--- src/rtl/cic_comb_decim.sv ---
// Decimating N=2, M=1 CIC comb section: keeps one integrator sample in R,
// differentiates twice, scales, saturates and emits one sample per period.
module cic_comb_decim #(
  parameter int NIN    = 40,
  parameter int NOUT   = 16,
  parameter int R      = 20,
  parameter int SHIFT  = 9,
  parameter int WARMUP = 2
) (
  input  logic                   clk,
  input  logic                   rstn,
  input  logic                   en,
  input  logic [NIN-1:0]         din,
  input  logic                   din_valid,
  output logic signed [NOUT-1:0] dout,
  output logic                   dout_valid
);

  localparam logic [7:0] RM1 = 8'(R - 1);
  localparam logic [7:0] WU  = 8'(WARMUP);
  localparam logic       WU0 = (WARMUP == 0);
  localparam logic signed [NIN-1:0] MAXV =
    {{(NIN-NOUT+1){1'b0}}, {(NOUT-1){1'b1}}};
  localparam logic signed [NIN-1:0] MINV = ~MAXV;

  logic [7:0]     r_cnt;
  logic [7:0]     r_wu;
  logic           r_v0, r_v1, r_v2;
  logic [NIN-1:0] r_x, r_xd;
  logic [NIN-1:0] r_c1, r_c1d;
  logic [NIN-1:0] r_c2;

  logic                   w_acc;
  logic                   w_dec;
  logic                   w_ok;
  logic signed [NIN-1:0]  w_sh;
  logic signed [NOUT-1:0] w_sat;

  assign w_acc = en & din_valid;
  assign w_dec = w_acc & (r_cnt == RM1);
  assign w_ok  = WU0 | (r_wu == WU);
  assign w_sh  = $signed(r_c2) >>> SHIFT;

  always_comb begin
    w_sat = w_sh[NOUT-1:0];
    if (w_sh > MAXV)      w_sat = MAXV[NOUT-1:0];
    else if (w_sh < MINV) w_sat = MINV[NOUT-1:0];
  end

  // Comb differences are plain modulo-2^NIN; integrator wrap cancels here.
  always_ff @(posedge clk or negedge rstn) begin
    if (!rstn) begin
      r_cnt      <= '0;
      r_wu       <= '0;
      r_v0       <= 1'b0;
      r_v1       <= 1'b0;
      r_v2       <= 1'b0;
      r_x        <= '0;
      r_xd       <= '0;
      r_c1       <= '0;
      r_c1d      <= '0;
      r_c2       <= '0;
      dout       <= '0;
      dout_valid <= 1'b0;
    end else if (!en) begin
      r_cnt      <= '0;
      r_wu       <= '0;
      r_v0       <= 1'b0;
      r_v1       <= 1'b0;
      r_v2       <= 1'b0;
      r_xd       <= '0;
      r_c1d      <= '0;
      dout_valid <= 1'b0;
    end else begin
      if (w_acc) r_cnt <= w_dec ? 8'd0 : r_cnt + 8'd1;
      r_v0 <= w_dec;
      r_v1 <= r_v0;
      r_v2 <= r_v1;
      if (w_dec) r_x <= din;
      if (r_v0) begin
        r_c1 <= r_x - r_xd;
        r_xd <= r_x;
      end
      if (r_v1) begin
        r_c2  <= r_c1 - r_c1d;
        r_c1d <= r_c1;
      end
      dout_valid <= r_v2 & w_ok;
      if (r_v2) begin
        dout <= w_sat;
        if (!w_ok) r_wu <= r_wu + 8'd1;
      end
    end
  end

endmodule

--- config.mk ---
export PLATFORM = sky130hd
export DESIGN_NAME = cic_comb_decim
export DESIGN_NICKNAME = d
export VERILOG_FILES = /design/src/rtl/cic_comb_decim.sv
export SDC_FILE = /design/constraint.sdc
export NUM_CORES = 1
export LEC_CHECK = 0
export ABC_CLOCK_PERIOD_IN_PS = 3700
export CAP_MARGIN = 20
export CELL_PAD_IN_SITES_DETAIL_PLACEMENT = 1
export CELL_PAD_IN_SITES_GLOBAL_PLACEMENT = 1
export CORE_ASPECT_RATIO = 1.2
export CORE_MARGIN = 10
export CORE_UTILIZATION = 35
export DETAILED_ROUTE_END_ITERATION = 8
export GPL_TIMING_DRIVEN = 0
export HOLD_SLACK_MARGIN = 0.12
export PLACE_DENSITY_LB_ADDON = 0.3
export REMOVE_ABC_BUFFERS = 1
export SETUP_SLACK_MARGIN = 0.5
export SYNTH_ARGS = -nofsm -noshare
export SYNTH_HDL_FRONTEND = slang
export SYNTH_SLANG_ARGS = --single-unit
--- constraint.sdc ---
create_clock -name clk -period 3.7 [get_ports clk]
set_input_delay 0.37 -clock clk [delete_from_list [all_inputs] [get_ports clk]]
set_output_delay 0.37 -clock clk [all_outputs]
set_load 0.1 [all_outputs]
# Word level (Yosys, flattened, before mapping)
# Index checks and enable logic that the tools add are counted.
[word_totals]
regBits = 236
input_bits = 44
out_inout_bits = 17
wordCells = 49
[op_classes]
n_addsub = 4
order_cmp = 2
n_eq_ne = 7
n_mux = 16
bitwise = 3
reduce_logical = 5
[ops]
columns = ["cell", "n"]
rows = [
  ["$mux W40", 4],
  ["$sub A40 B40 Y40", 2],
  ["$mux W8", 6],
  ["$mux W16", 2],
  ["$gt A31 B16 Y1 const B", 1],
  ["$lt A31 B16 Y1 const B", 1],
  ["$add A8 B1 Y8 const B", 2],
  ["$reduce_and A2 Y1", 5],
  ["$eq A8 B2 Y1 const B", 1],
  ["$eq A8 B5 Y1 const B", 1],
  ["$ne A2 B1 Y1 const B", 4],
  ["$mux W1", 4],
  ["$and A1 B1 Y1", 3],
  ["$ne A2 B2 Y1 const B", 1],
]

# Depth between registers and ports, before layout
[depth]
depth_word = 5
depth_mapped = 12
depth_no_buf = 12

# Worst setup path before layout
# No wires, ideal clock.
[synth_timing]
path_kind = "reg-to-reg"
from = "register r_x[3]"
to = "register r_c1[39]"
arrival_time_ns = 2.530
t_required_ns = 3.580
setup_slack_ns = 1.051
stages_incl_launch_ff = 11
path_buffers = 0
synth_period_minus_slack_ns = 2.649
cell_sequence = "dfrtp_1 ha_1 a21o_1 a21oi_2 a21boi_2 a311oi_2 nor3_2 o311ai_4 a211oi_1 or3_1 a31o_1"
[synth_between]
elab_chain_cells = 1
[synth_lines]
columns = ["item", "line_no", "source"]
rows = [
  ["from (decl)", "29", "logic [NIN-1:0] r_x, r_xd;"],
  ["from (signal assigned)", "79", "if (w_dec) r_x <= din;"],
  ["$sub A40 B40 Y40", "81", "r_c1 <= r_x - r_xd;"],
  ["to (signal assigned)", "81", ""],
  ["to (decl)", "30", "logic [NIN-1:0] r_c1, r_c1d;"],
]
# No other way between the ends.
# A chain may end at the register's enable or synchronous reset.

# Worst setup path in the final report
[layout_timing]
from = "register r_xd[1]"
to = "register r_c1[39]"
[layout_between]
elab_chain_cells = 1
[layout_lines]
columns = ["item", "line_no", "source"]
rows = [
  ["from (decl)", "29", ""],
  ["from (signal assigned)", "82", "r_xd <= r_x;"],
  ["$sub A40 B40 Y40", "81", ""],
]
# No other way between the ends.

==> flow_metrics.tcl <==
set metrics [dict create \
    wl_mm 31.3 \
    maxSlewViolCount 0 \
    skew_ns 0.0366 \
    final-hold-violation-count 0 \
    tightest_slew_ns 1.02 \
    grt_pass1_vias 10800 \
    reg2reg_depth 11 \
    cts_made_buffers 27 \
    p_comb_share_pct 2.6 \
    cp-end-kind "flip-flop" \
    cts_root_buf "clkbuf_16" \
    p_sw_share_pct 22.1 \
    cts_tree "yes" \
    worstPathCellList "inv_1, ha_1, nor2b_1, o2111ai_1, a21boi_2, a311oi_4, nor3_2, o311ai_4, a211oi_1, or3_1, a31o_1" \
    drtIter0Drc 365 \
    synth_area_sq_um 13400 \
    setup_tns_ns 0 \
    internal_power_uw 4100 \
    vdd_drop_max_uv 292 \
    fin_hold_ws_ns 0.334 \
    sequentialPowerShare_pct 47.3 \
    period_minus_slack_ns 3.05 \
    synth_edf_count 0 \
    route.antenna.remaining_nets 0 \
    rows 78 \
    slowest_delay_ns 0.43 \
    maxSlewHeadroom_pct 32.0 \
    antenna_found_initial 0 \
    pre_cts_ws_ns 0.134 \
    grt_pass1_wl_mm 53.6 \
    viasPerCell 5.05 \
    required_ns 4.15 \
    finalNetCount 1650 \
    vias 10200 \
    crit_type "reg -> reg" \
    async_reset_ff_share_pct 100 \
    portBuffers 60 \
    fin_crit_sh_pct 82.3 \
    yosysSeqAreaShare_pct 42.5 \
    ff_latch_area_sq_um 5680 \
    cp_max_fo 4 \
    hpwl_mm 22.9 \
    multiInputGateArea_sq_um 7090 \
    core_sq_um 37800 \
    start_util_pct 35.4 \
    die_w_um 198 \
    max_freq_ghz 0.328 \
    synth_cells 1489 \
    setup_ws_ns 0.654 \
    globalplace.congestion 0.821 \
    yosys-top-cells-count "nand2_1, dfrtp_1, inv_1" \
    syn_area_per_cell_sq_um 8.97 \
    clkSinkCount 227 \
    ys.flop_type "dfrtp_1" \
    slowest_stage "a311oi_4" \
    status "finished clean" \
    first_pass_iters 4 \
    die_h_um 234 \
    arrival_ns 3.49 \
    grt.overflow.total 0 \
    ys_warn_count 0 \
    maxCapViolCount 0 \
    rsz0062_at_grt "no" \
    pwr-share-clk_pct 50.1 \
    p_leak_uw 0.00717 \
    cts_max_level 1 \
    grtUsageTotal_pct 13.6 \
    drc_errors 0 \
    yosysMostFrequentCell "nand2_1" \
    grt_max_degree 102 \
    min_path_type "in -> async" \
    yosys.area.top_type "dfrtp_1" \
    yosys_register_bits 227 \
    clock_path_buffers 3 \
    io_pins 61 \
    nFillCells 4321 \
    worstSetupStartpointType "flip-flop" \
    p_per_area_nw_per_um2 341 \
    clk_latency_ns 0.56 \
    area_delta_synth_final_pct 15.5 \
    routedWlPerCell_um 15.4 \
    ys_types 68 \
    post_cts_buffers 0 \
    switchingPower_uw 1160 \
    finalSetupViolations 0 \
    antenna_cells 0 \
    drive_gt1_share_pct 5.43 \
    dieArea_sq_um 46400 \
    cts.clk_slew.worst_paths_ns 0.06 \
    synth.top_cells.by_area "dfrtp_1, nand2_1, ha_1, mux2i_1, nor2b_1" \
    synth_top_area_share_pct 42.5 \
]
## metal layers
layer | track usage [%] | routed length (um)
met2 | 23.3 | 14600
met1 | 17.5 | 15100
met4 | 4.07 | 631
met5 | 0 | 0
met3 | 1.81 | 892
## kinds of logic after synthesis
group / after synthesis / share of synthesized area (%)
compound gates: 323 / 15.1
simple gates: 543 / 19.3
mux: 87 / 6.56
buf+inv: 163 / 4.61
flops: 227 / 42.5
fa+ha+maj: 81 / 7.64
xor+xnor: 65 / 4.26
## power groups by stage
stage	registers (uW)	clock network (uW)	logic, uW
CTS	2490	2740	147
floorplan	2530	0	18.2
global placement	2530	0	136
finish	2490	2640	139
detailed placement	2530	0	145
global route	2480	2840	158
## cell type report
cell class                      count  share of cell area [%]
Clock inverter                     15                   0.989
Clock buffer                       35                    4.77
Tap cell                          480                    3.89
Inverter                          100                    2.45
Multi-Input combinational cell   1099                    46.0
Sequential cell                   227                    36.8
Timing Repair Buffer               70                    5.12
## flip-flops by register name, summed over array words and instances, names as in the netlist
register    flops
dout           16
r_v1            1
r_v0            1
r_x            40
r_xd           40
r_c1           40
r_wu            8
dout_valid      1
r_c2           31
r_cnt           8
r_v2            1
r_c1d          40
## placed cells by master, fill, tap and decap left out, types with 20 or more instances in the layout
master           count
mux2i_1             83
nor2_1              52
clkdlybuf4s50_1     58
nand4_1             20
nand3_1             21
nor2b_1             92
xor2_1              22
a21o_1              35
o21ai_0             99
xnor2_1             43
a21oi_1             93
nand2_1            269
clkbuf_16           27
dfrtp_1            225
inv_1               99
ha_1                80
## worst max-delay path, delay by kind of cell (launching register included)
| family | cells | cell delay, ns |
|---|---|---|
| adders and majority gates | 1 | 0.26 |
| buffers and inverters | 1 | 0.06 |
| AOI/OAI and AO/OA | 6 | 1.61 |
| DFF | 1 | 0.39 |
| and+or+nand+nor | 3 | 0.64 |
## final timing paths
path                             to  slack, ns  startpoint
min in group clk            r_x[22]       0.33     din[22]
hold reg to reg            r_c2[23]       0.48    r_c2[23]
setup reg to reg           r_c1[39]       0.65     r_xd[1]
max in group asynchronous  r_cnt[4]       2.17        rstn
hold / removal              dout[0]       0.33        rstn
setup / recovery           r_c1[39]       0.65     r_xd[1]
## what timing repair did
item,CTS,global route
endpoints found under the hold margin,51,0
setup endpoints to repair,0,10
resized for setup,0,4
hold buffers,1,0
## metrics by stage
| stage | power, uW | cells | util (%) | cell area (sq um) |
|---|---|---|---|---|
| 2_1_floorplan | 2550 | 1426 | - | 13100 |
| 3_3_place_gp | 2670 | 1966 | 37.9 | 14300 |
| 3_5_place_dp | 2680 | 1974 | 38.4 | 14500 |
| 4_1_cts | 5370 | 2025 | 40.8 | 15400 |
| 5_1_grt | 5480 | 2026 | 40.9 | 15400 |
| 6_report | 5260 | 2026 | 40.9 | 15400 |
(Power assumes the default switching activity.)
